==> src/rtl/multi_window_pkg.sv <==
// Shared types for the multi-channel window lift controller.
// Channel state codes are visible on the top-level state bus.
package multi_window_pkg;

    localparam int STATE_W = 3;

    typedef enum logic [STATE_W-1:0] {
        ST_IDLE    = 3'd0,
        ST_MAN_UP  = 3'd1,
        ST_MAN_DN  = 3'd2,
        ST_AUTO_UP = 3'd3,
        ST_AUTO_DN = 3'd4,
        ST_REVERSE = 3'd5
    } win_state_t;

    localparam win_state_t ST_RECOVER = ST_IDLE;

endpackage

==> src/rtl/window_channel.sv <==
// One window channel: travel FSM, position counter, tap timer,
// anti-pinch reverse counter and button edge detect.
module window_channel
    import multi_window_pkg::*;
#(
    parameter int POS_W    = 4,
    parameter int POS_MAX  = 15,
    parameter int TAP_CYC  = 4,
    parameter int REV_DIST = 4
) (
    input  logic               clk,
    input  logic               rst_n,
    input  logic               i_tick,
    input  logic               i_lock,
    input  logic               i_up,
    input  logic               i_dn,
    input  logic               i_pinch,
    output logic               o_motor_up,
    output logic               o_motor_dn,
    output logic [POS_W-1:0]   o_pos,
    output logic [STATE_W-1:0] o_state
);

    localparam int HW = $clog2(TAP_CYC + 1);
    localparam int RW = $clog2(REV_DIST + 1);
    localparam logic [POS_W-1:0] P_MAX  = POS_W'(POS_MAX);
    localparam logic [POS_W-1:0] P_ONE  = POS_W'(1);
    localparam logic [HW-1:0]    H_TAP  = HW'(TAP_CYC);
    localparam logic [RW-1:0]    R_LAST = RW'(REV_DIST - 1);

    win_state_t       r_state;
    logic [POS_W-1:0] r_pos;
    logic [HW-1:0]    r_hold;
    logic [RW-1:0]    r_rev;
    logic             r_up_q;
    logic             r_dn_q;

    logic             w_both;
    logic             w_edge;
    logic             w_top;
    logic             w_bot;
    logic [POS_W-1:0] w_pos_inc;
    logic [POS_W-1:0] w_pos_dec;

    assign w_both    = i_up & i_dn;
    assign w_edge    = (i_up & ~r_up_q) | (i_dn & ~r_dn_q);
    assign w_top     = i_tick & (r_pos == P_MAX - P_ONE);
    assign w_bot     = i_tick & (r_pos == P_ONE);
    assign w_pos_inc = (r_pos < P_MAX) ? r_pos + P_ONE : r_pos;
    assign w_pos_dec = (r_pos != '0) ? r_pos - P_ONE : r_pos;

    always_ff @(posedge clk or negedge rst_n) begin
        if (!rst_n) begin
            r_state <= ST_IDLE;
            r_pos   <= '0;
            r_hold  <= '0;
            r_rev   <= '0;
            r_up_q  <= 1'b0;
            r_dn_q  <= 1'b0;
        end else begin
            r_up_q <= i_up;
            r_dn_q <= i_dn;
            case (r_state)
                ST_IDLE: begin
                    if (!i_lock) begin
                        if (i_up && !i_dn && r_pos < P_MAX) begin
                            r_state <= ST_MAN_UP;
                            r_hold  <= '0;
                        end else if (i_dn && !i_up && r_pos != '0) begin
                            r_state <= ST_MAN_DN;
                            r_hold  <= '0;
                        end
                    end
                end
                // pinch freezes the position and beats every other exit
                ST_MAN_UP, ST_AUTO_UP: begin
                    if (i_pinch) begin
                        r_state <= ST_REVERSE;
                        r_rev   <= '0;
                    end else begin
                        if (i_tick) r_pos <= w_pos_inc;
                        if (i_lock || w_both || w_top) begin
                            r_state <= ST_IDLE;
                        end else if (r_state == ST_AUTO_UP) begin
                            if (w_edge) r_state <= ST_IDLE;
                        end else if (i_up) begin
                            if (r_hold < H_TAP) r_hold <= r_hold + 1'b1;
                        end else begin
                            r_state <= (r_hold < H_TAP) ? ST_AUTO_UP : ST_IDLE;
                        end
                    end
                end
                ST_MAN_DN, ST_AUTO_DN: begin
                    if (i_tick) r_pos <= w_pos_dec;
                    if (i_lock || w_both || w_bot) begin
                        r_state <= ST_IDLE;
                    end else if (r_state == ST_AUTO_DN) begin
                        if (w_edge) r_state <= ST_IDLE;
                    end else if (i_dn) begin
                        if (r_hold < H_TAP) r_hold <= r_hold + 1'b1;
                    end else begin
                        r_state <= (r_hold < H_TAP) ? ST_AUTO_DN : ST_IDLE;
                    end
                end
                ST_REVERSE: begin
                    if (r_pos == '0) begin
                        r_state <= ST_IDLE;
                    end else if (i_tick) begin
                        r_pos <= w_pos_dec;
                        r_rev <= r_rev + 1'b1;
                        if (r_rev >= R_LAST || r_pos == P_ONE) r_state <= ST_IDLE;
                    end
                end
                default: r_state <= ST_RECOVER;
            endcase
        end
    end

    assign o_motor_up = (r_state == ST_MAN_UP) | (r_state == ST_AUTO_UP);
    assign o_motor_dn = (r_state == ST_MAN_DN) | (r_state == ST_AUTO_DN)
                      | (r_state == ST_REVERSE);
    assign o_pos      = r_pos;
    assign o_state    = r_state;

endmodule

==> src/rtl/multi_window_ctrl.sv <==
// NUM_WIN window channels; the child lock gates every channel but 0.
module multi_window_ctrl
    import multi_window_pkg::*;
#(
    parameter int NUM_WIN  = 4,
    parameter int POS_W    = 4,
    parameter int POS_MAX  = 15,
    parameter int TAP_CYC  = 4,
    parameter int REV_DIST = 4
) (
    input  logic                       clk,
    input  logic                       rst_n,
    input  logic                       tick,
    input  logic                       lock,
    input  logic [NUM_WIN-1:0]         btn_up,
    input  logic [NUM_WIN-1:0]         btn_dn,
    input  logic [NUM_WIN-1:0]         pinch,
    output logic [NUM_WIN-1:0]         motor_up,
    output logic [NUM_WIN-1:0]         motor_dn,
    output logic [NUM_WIN*POS_W-1:0]   pos,
    output logic [NUM_WIN*STATE_W-1:0] state
);

    for (genvar k = 0; k < NUM_WIN; k++) begin : g_win
        logic w_lock;
        assign w_lock = (k == 0) ? 1'b0 : lock;

        window_channel #(
            .POS_W    (POS_W),
            .POS_MAX  (POS_MAX),
            .TAP_CYC  (TAP_CYC),
            .REV_DIST (REV_DIST)
        ) u_ch (
            .clk        (clk),
            .rst_n      (rst_n),
            .i_tick     (tick),
            .i_lock     (w_lock),
            .i_up       (btn_up[k]),
            .i_dn       (btn_dn[k]),
            .i_pinch    (pinch[k]),
            .o_motor_up (motor_up[k]),
            .o_motor_dn (motor_dn[k]),
            .o_pos      (pos[k*POS_W +: POS_W]),
            .o_state    (state[k*STATE_W +: STATE_W])
        );
    end

endmodule

==> config.mk <==
export PLATFORM = sky130hd
export DESIGN_NAME = multi_window_ctrl
export DESIGN_NICKNAME = d
export VERILOG_FILES = /design/src/rtl/multi_window_pkg.sv /design/src/rtl/window_channel.sv /design/src/rtl/multi_window_ctrl.sv
export SDC_FILE = /design/constraint.sdc
export NUM_CORES = 1
export LEC_CHECK = 0
export BUFFER_PORTS_ARGS = -buffer_cell sky130_fd_sc_hd__buf_2
export CORE_MARGIN = 4
export CORE_UTILIZATION = 40
export CTS_CLUSTER_DIAMETER = 60
export DETAILED_ROUTE_END_ITERATION = 8
export PLACE_DENSITY_LB_ADDON = 0.15
export SLEW_MARGIN = 20
export SYNTH_ARGS = -nofsm -noshare
export SYNTH_HDL_FRONTEND = slang
export SYNTH_HIERARCHICAL = 1
export SYNTH_SLANG_ARGS = --single-unit
==> constraint.sdc <==
create_clock -name clk -period 1.87 [get_ports clk]
set_input_delay 0.187 -clock clk [delete_from_list [all_inputs] [get_ports clk]]
set_output_delay 0.187 -clock clk [all_outputs]
set_load 0.005 [all_outputs]
==> impl_metrics.csv, run 1 <==
group,metric,value,unit
floorplan,rows,38,
cts,numCtsBuffers,9,
critical_path,critPathSlowestCell,"dfrtp_2",
cts,clock_path_buffers,2,
yosys,yosysMostFrequentCell,"dfrtp_1",
critical_path,cp.buffers_inverters,1,
routing,drcViolationCount,0,
critical_path,setup.worst_path.class,"reg -> reg",
global_routing,grt_pass1_wl,19040,µm
global_routing,grt_max_degree,32,
cts,clock-sinks,60,
run,maxCapViolations,0,
critical_path,critPathTopFamily,"flip-flops",
critical_path,worstReg2RegStart,"g_win[1].u_ch/o_pos[0]$_DFFE_PN0P_",
critical_path,cp_cell_sequence,"buf_4 > ha_1 > a31oi_4 > a22oi_2 > o21ai_2 > nor3b_4 > mux2_4",
yosys,synthArstFlopShare,1.000,
yosys,ys_types,94,
yosys,synth_top_area_cell,"dfrtp_1",
final_layout,utilization,0.5181,
cts,cts-root-buf,"clkbuf_8",
floorplan,ios,52,
cts,htreeDepth,3,
power,ir_drop,0.0005881,V
floorplan,dieArea,12740,µm²
floorplan,die_h,112.9,µm
critical_path,crit_path_max_fanout,3,
timing,hold_viol,0,
timing,rsz0062_at_grt,"yes",
timing,fmax,0.5099,GHz
global_routing,grt_pass1_vias,3989,
global_routing,antenna_found_initial,0,
yosys,ys.flop_type,"dfrtp_1",
final_layout,diodes,0,
critical_path,critPathLaunch,"g_win[1].u_ch/o_pos[0]$_DFFE_PN0P_",
floorplan,die_w,112.9,µm
timing,setup_viol,7,
placed_design,portBuffers,51,
yosys,ys_top_cells_by_count,"dfrtp_1, inv_1, ha_1",
critical_path,cp-end-kind,"flip-flop",
final_layout,stdcell_count,710,
final_layout,nets,609,
critical_path,critPathRequiredTime,2.11,ns
timing,fin_crit_sh,1.049,
timing,final.setup_skew,0.01232,ns
yosys,synth-seq-cells,60,
yosys,synthCells,454,
critical_path,crit_arrival,2.20,ns
yosys,netlist_area,4398,µm²
timing,min_period,1.961,ns
global_routing,grt-ovfl-total,0,
critical_path,critPathMaxStageDelay,0.44,ns
placed_design,dp_hpwl,8170,µm
cts,clkSlewWorstSetupHoldPaths,0.08,ns
timing,drv_slew,0,
final_layout,drive_gt1_frac,0.3596,
yosys,synth-edff-count,0,
cts,tritoncts,"built",
placed_design,dp_cells,680,
routing,drt_pass1_iterations,4,
timing,tns,-0.3934,ns
power,powerDensity,1497,nW/µm²
routing,vias,3885,
routing,wirelength,11290,µm
status,status,"finished with violations",
routing,ant_nets,0,
yosys,syn_area_per_cell,9.687,µm²
global_routing,globalRouteTotalUtil,0.1823,
critical_path,crit_path_start_kind,"flip-flop",
yosys,yosys_warnings,6,
yosys,synth_area_leaders,"dfrtp_1, ha_1, inv_1",
power,total_power,8373,µW
cts,insertion_delay,0.35,ns
yosys,yosysSeqAreaShare,0.3414,
routing,dr.first_iter.drc_count,196,
final_layout,area_growth,27.14,%
yosys,synth_top_area_frac,0.3414,
floorplan,initial_core_util,0.4075,
worst_hold_path,min-delay-start,"btn_dn[2]",
status,violations,"negative setup slack",
routing,wl_per_cell,15.90,µm
floorplan,fp.coreArea,10790,µm²
timing,setup_ws,-0.09111,ns
placed_design,place.gp.congestion,0.8996,
routing,viasPerCell,5.472,
power,p_leak,0.002546,µW
worst_hold_path,hold_path.class,"in -> reg",
[power breakdown]
group	internal (µW)	switching, µW	total (µW)
sequential	1740	674	2410
combinational	2480	2260	4740
clock	684	538	1220
total	4900	3470	8370
[per-layer routing]
metal  routed length, µm  GRT usage
met2                5501     0.2950
met1                5084     0.2450
met5                   0          0
met3                 535    0.03476
met4                 169    0.06330
[state kept, by name, indices dropped and copies added (netlist names)]
signal              flops
g_win.u_ch/r_hold      12
g_win.u_ch/r_rev       12
g_win.u_ch/o_pos       16
g_win.u_ch/o_state     12
g_win.u_ch/r_up_q       4
g_win.u_ch/r_dn_q       4
[cells in the final DEF (no fill, tap or decap), types with 4 or more instances in the layout]
cell / n
dfrtp_1: 56
buf_4: 53
buf_2: 51
inv_1: 28
nor2_1: 24
ha_1: 24
nand3_1: 21
nand2_1: 20
o21ai_0: 17
nand2b_1: 16
o21ai_1: 14
clkbuf_8: 11
nor3b_1: 10
xnor2_1: 10
a21oi_1: 9
nor3_1: 8
inv_2: 7
xor2_1: 7
nor2b_1: 6
nand4_1: 6
nor3b_2: 5
or3_1: 5
a31oi_1: 5
dlygate4sd3_1: 5
o21ai_2: 4
conb_1: 4
o22ai_1: 4
a211o_1: 4
and3_1: 4
mux2i_1: 4
mux2_2: 4
o31a_1: 4
dfrtp_2: 4
a221o_1: 4
[per-stage QoR]
step	hold WS, ns	setup WS (ns)	instance area (µm²)
global route	0.02429	-0.1594	5592
detailed placement	0.1132	-0.08729	5127
finish	0.04112	-0.09111	5592
CTS	0.01547	-0.06576	5403
global placement	0.1181	-0.04119	5127
floorplan	-0.1086	-0.07291	4424
[worst paths after layout]
kind / cells past startpoint / slack [ns] / end
min in group asynchronous: 2 / 0.27 / g_win[1].u_ch/r_hold[1]$_DFFE_PN0P_
max reg2reg: 7 / -0.09 / g_win[1].u_ch/r_hold[1]$_DFFE_PN0P_
min: 1 / 0.04 / g_win[2].u_ch/r_dn_q$_DFF_PN0_
min reg2reg: 1 / 0.51 / g_win[0].u_ch/r_hold[1]$_DFFE_PN0P_
max in group asynchronous: 3 / 1.01 / g_win[3].u_ch/o_pos[1]$_DFFE_PN0P_
max: 7 / -0.09 / g_win[1].u_ch/r_hold[1]$_DFFE_PN0P_
[timing repair]
action | in CTS | in global routing
hold buffers | 5 | 0
gates cloned | 0 | 0
pin swaps | 3 | 9
endpoints found under the hold margin | 15 | 0
resized for setup | 7 | 34
endpoints found under the setup margin | 9 | 29
setup buffers | 1 | 8
[logic make-up after synthesis]
kind of cell	count (synthesis)	synth area share
compound gates	121	0.2085
mux	11	0.02873
fa+ha+maj	28	0.07966
xor+xnor	17	0.03385
simple gates	166	0.2541
flops	60	0.3414
buf+inv	50	0.05292
other cells	1	0.0008527
[final cells by class]
class	instances	area, µm²
clock buffer	12	155.1
sequential	60	1506
timing repair buffer	111	743.2
clock inverter	4	47.55
inverter	36	137.6
fill	995	5201
tap	140	175.2
multi-input combinational	347	2826
Note: power is estimated with default switching activity, not from simulation.
==> run 2: changes to the inputs <==
==> constraint.sdc (replaced) <==
create_clock -name clk -period 2.3 [get_ports clk]
set_input_delay 0.23 -clock clk [delete_from_list [all_inputs] [get_ports clk]]
set_output_delay 0.23 -clock clk [all_outputs]
set_load 0.005 [all_outputs]
==> run 2 against run 1 <==
Compared with the run above: the run now ends clean; first-iteration DRC count fell by 6.1%; sequential power fell by 15%; clock skew fell by 0.0026 ns; total power fell by 30%; flip-flop and latch count did not move; maximum frequency fell by 7.9%; non-clock buffer count fell by 54; largest power group unchanged.
==> impl_metrics.csv, run 2 (synthesized netlist as in run 1, its figures left out) <==
group,metric,value,unit
routing,ant_nets,0,
critical_path,cp.buffers_inverters,1,
cts,numCtsBuffers,9,
final_layout,largest_reg_flops,16,
timing,drv_slew,0,
critical_path,cp-end-kind,"flip-flop",
power,powerDensity,1174,nW/µm²
power,p_leak,0.002246,µW
global_routing,grt_pass1_wl,16390,µm
routing,dr.first_iter.drc_count,184,
global_routing,globalRouteTotalUtil,0.1569,
final_layout,fin_area,4959,µm²
worst_hold_path,hold_path.class,"in -> reg",
timing,min_period,2.130,ns
floorplan,rows,38,
timing,worst_slew_pin_slew,0.5022,ns
global_routing,grt_pass1_vias,3474,
global_routing,grt-ovfl-total,0,
routing,drcViolationCount,0,
critical_path,critPathMostFrequentCell,"a221o_1",
timing,fin_crit_sh,0.9259,
critical_path,crit_path_start_kind,"flip-flop",
critical_path,crit_path_max_fanout,6,
timing,rsz0062_at_grt,"no",
timing,tns,0,ns
critical_path,crit_cells,6,
cts,insertion_delay,0.35,ns
timing,fmax,0.4696,GHz
power,ir_drop,0.0005554,V
timing,hold_viol,0,
critical_path,setup.worst_path.class,"reg -> reg",
floorplan,fp.coreArea,10790,µm²
critical_path,worstReg2RegStart,"g_win[2].u_ch/o_pos[0]$_DFFE_PN0P_",
timing,final.setup_skew,0.009737,ns
floorplan,initial_core_util,0.4075,
routing,wirelength,9637,µm
floorplan,die_w,112.9,µm
cts,htreeDepth,3,
floorplan,die_h,112.9,µm
critical_path,critPathLaunch,"g_win[2].u_ch/o_pos[0]$_DFFE_PN0P_",
placed_design,portBuffers,51,
cts,cts-root-buf,"clkbuf_8",
critical_path,crit_arrival,2.36,ns
routing,viasPerCell,5.530,
critical_path,r2r-end,"g_win[2].u_ch/r_hold[2]$_DFFE_PN0P_",
final_layout,diodes,0,
worst_hold_path,min-delay-start,"btn_up[0]",
final_layout,nets,555,
cts,post_cts_buffers,0,
status,status,"complete, no violations",
critical_path,rr_worst_depth,6,
critical_path,critPathMaxStageDelay,0.48,ns
floorplan,ios,52,
cts,clock_path_buffers,2,
global_routing,grt_max_degree,32,
routing,vias,3622,
run,maxCapViolations,0,
critical_path,cp_cell_sequence,"inv_1 > ha_1 > or3b_1 > a221o_1 > or4b_4 > a221o_1",
critical_path,r2r_slack,0.17,ns
critical_path,critPathTopFamily,"simple AND/OR/NAND/NOR gates",
routing,drt_pass1_iterations,5,
cts,clock-sinks,60,
floorplan,dieArea,12740,µm²
cts,ctsResizeCount,0,
placed_design,place.gp.congestion,0.8911,
timing,setup_viol,0,
final_layout,drive_gt1_frac,0.2369,
critical_path,critPathRequiredTime,2.53,ns
placed_design,postPlaceCellArea,4780,µm²
final_layout,final_common_cell,"dfrtp_1",
cts,tritoncts,"built",
routing,wl_per_cell,14.71,µm
timing,slew_headroom,0.6652,
critical_path,critPathSlowestCell,"or4b_4",
placed_design,dp_hpwl,7246,µm
critical_path,crit_end,"g_win[2].u_ch/r_hold[2]$_DFFE_PN0P_",
cts,cts-hold-fix-buffers,1,
cts,clkSlewWorstSetupHoldPaths,0.06,ns
global_routing,antenna_found_initial,0,
final_layout,area_growth,12.75,%
final_layout,final_cell_mix,"dfrtp_1, buf_2, inv_1",
## run 2: through the flow
stage / instances / setup WS [ns] / util / power, µW / hold WS [ns]
after global placement: 639 / 0.2318 / 0.4428 / 4978 / 0.2815
after global routing: 655 / 0.01242 / 0.4594 / 6370 / 0.03409
after floorplan: 457 / 0.2923 / - / 4268 / -0.06559
final: 655 / 0.1704 / 0.4594 / 5823 / 0.04821
after CTS: 655 / 0.1650 / 0.4594 / 5907 / 0.02705
after detailed placement: 639 / 0.1728 / 0.4428 / 5012 / 0.2918
## run 2: worst register-to-register path, cell delays in order (launching register included)
cell and delay [ns]:
dfrtp_1 0.42, inv_1 0.12, ha_1 0.22, or3b_1 0.24, a221o_1 0.20, or4b_4 0.48, a221o_1 0.35
## run 2: worst min path at each step
stage	endpoint	slack, ns	depth (start not counted)
5_1_grt	g_win[0].u_ch/r_up_q$_DFF_PN0_	0.03	1
3_5_place_dp	g_win[1].u_ch/r_dn_q$_DFF_PN0_	0.29	2
6_report	g_win[0].u_ch/r_up_q$_DFF_PN0_	0.05	1
3_3_place_gp	g_win[1].u_ch/r_dn_q$_DFF_PN0_	0.28	2
2_1_floorplan	g_win[0].u_ch/o_pos[0]$_DFFE_PN0P_	-0.07	0
4_1_cts	g_win[0].u_ch/r_up_q$_DFF_PN0_	0.03	1
## run 2: per-layer routing
metal  vias up  track usage  wire, µm
li1       1796            -         -
met5         -            0         0
met1      1738       0.2049      4505
met3         9      0.04064       443
met4         0      0.05288       101
met2        79       0.2539      4587
## run 2: power breakdown
group | total (µW) | switching, µW | internal [µW]
clock | 849 | 408 | 441
combinational | 2920 | 1430 | 1490
sequential | 2060 | 654 | 1400
## run 2: cell type report
type | count | area (µm²)
Clock buffer | 13 | 158.9
Clock inverter | 2 | 10.01
Fill cell | 1032 | 5834
Inverter | 36 | 135.1
Multi-Input combinational cell | 347 | 2675
Sequential cell | 60 | 1501
Tap cell | 140 | 175.2
Timing Repair Buffer | 57 | 302.8
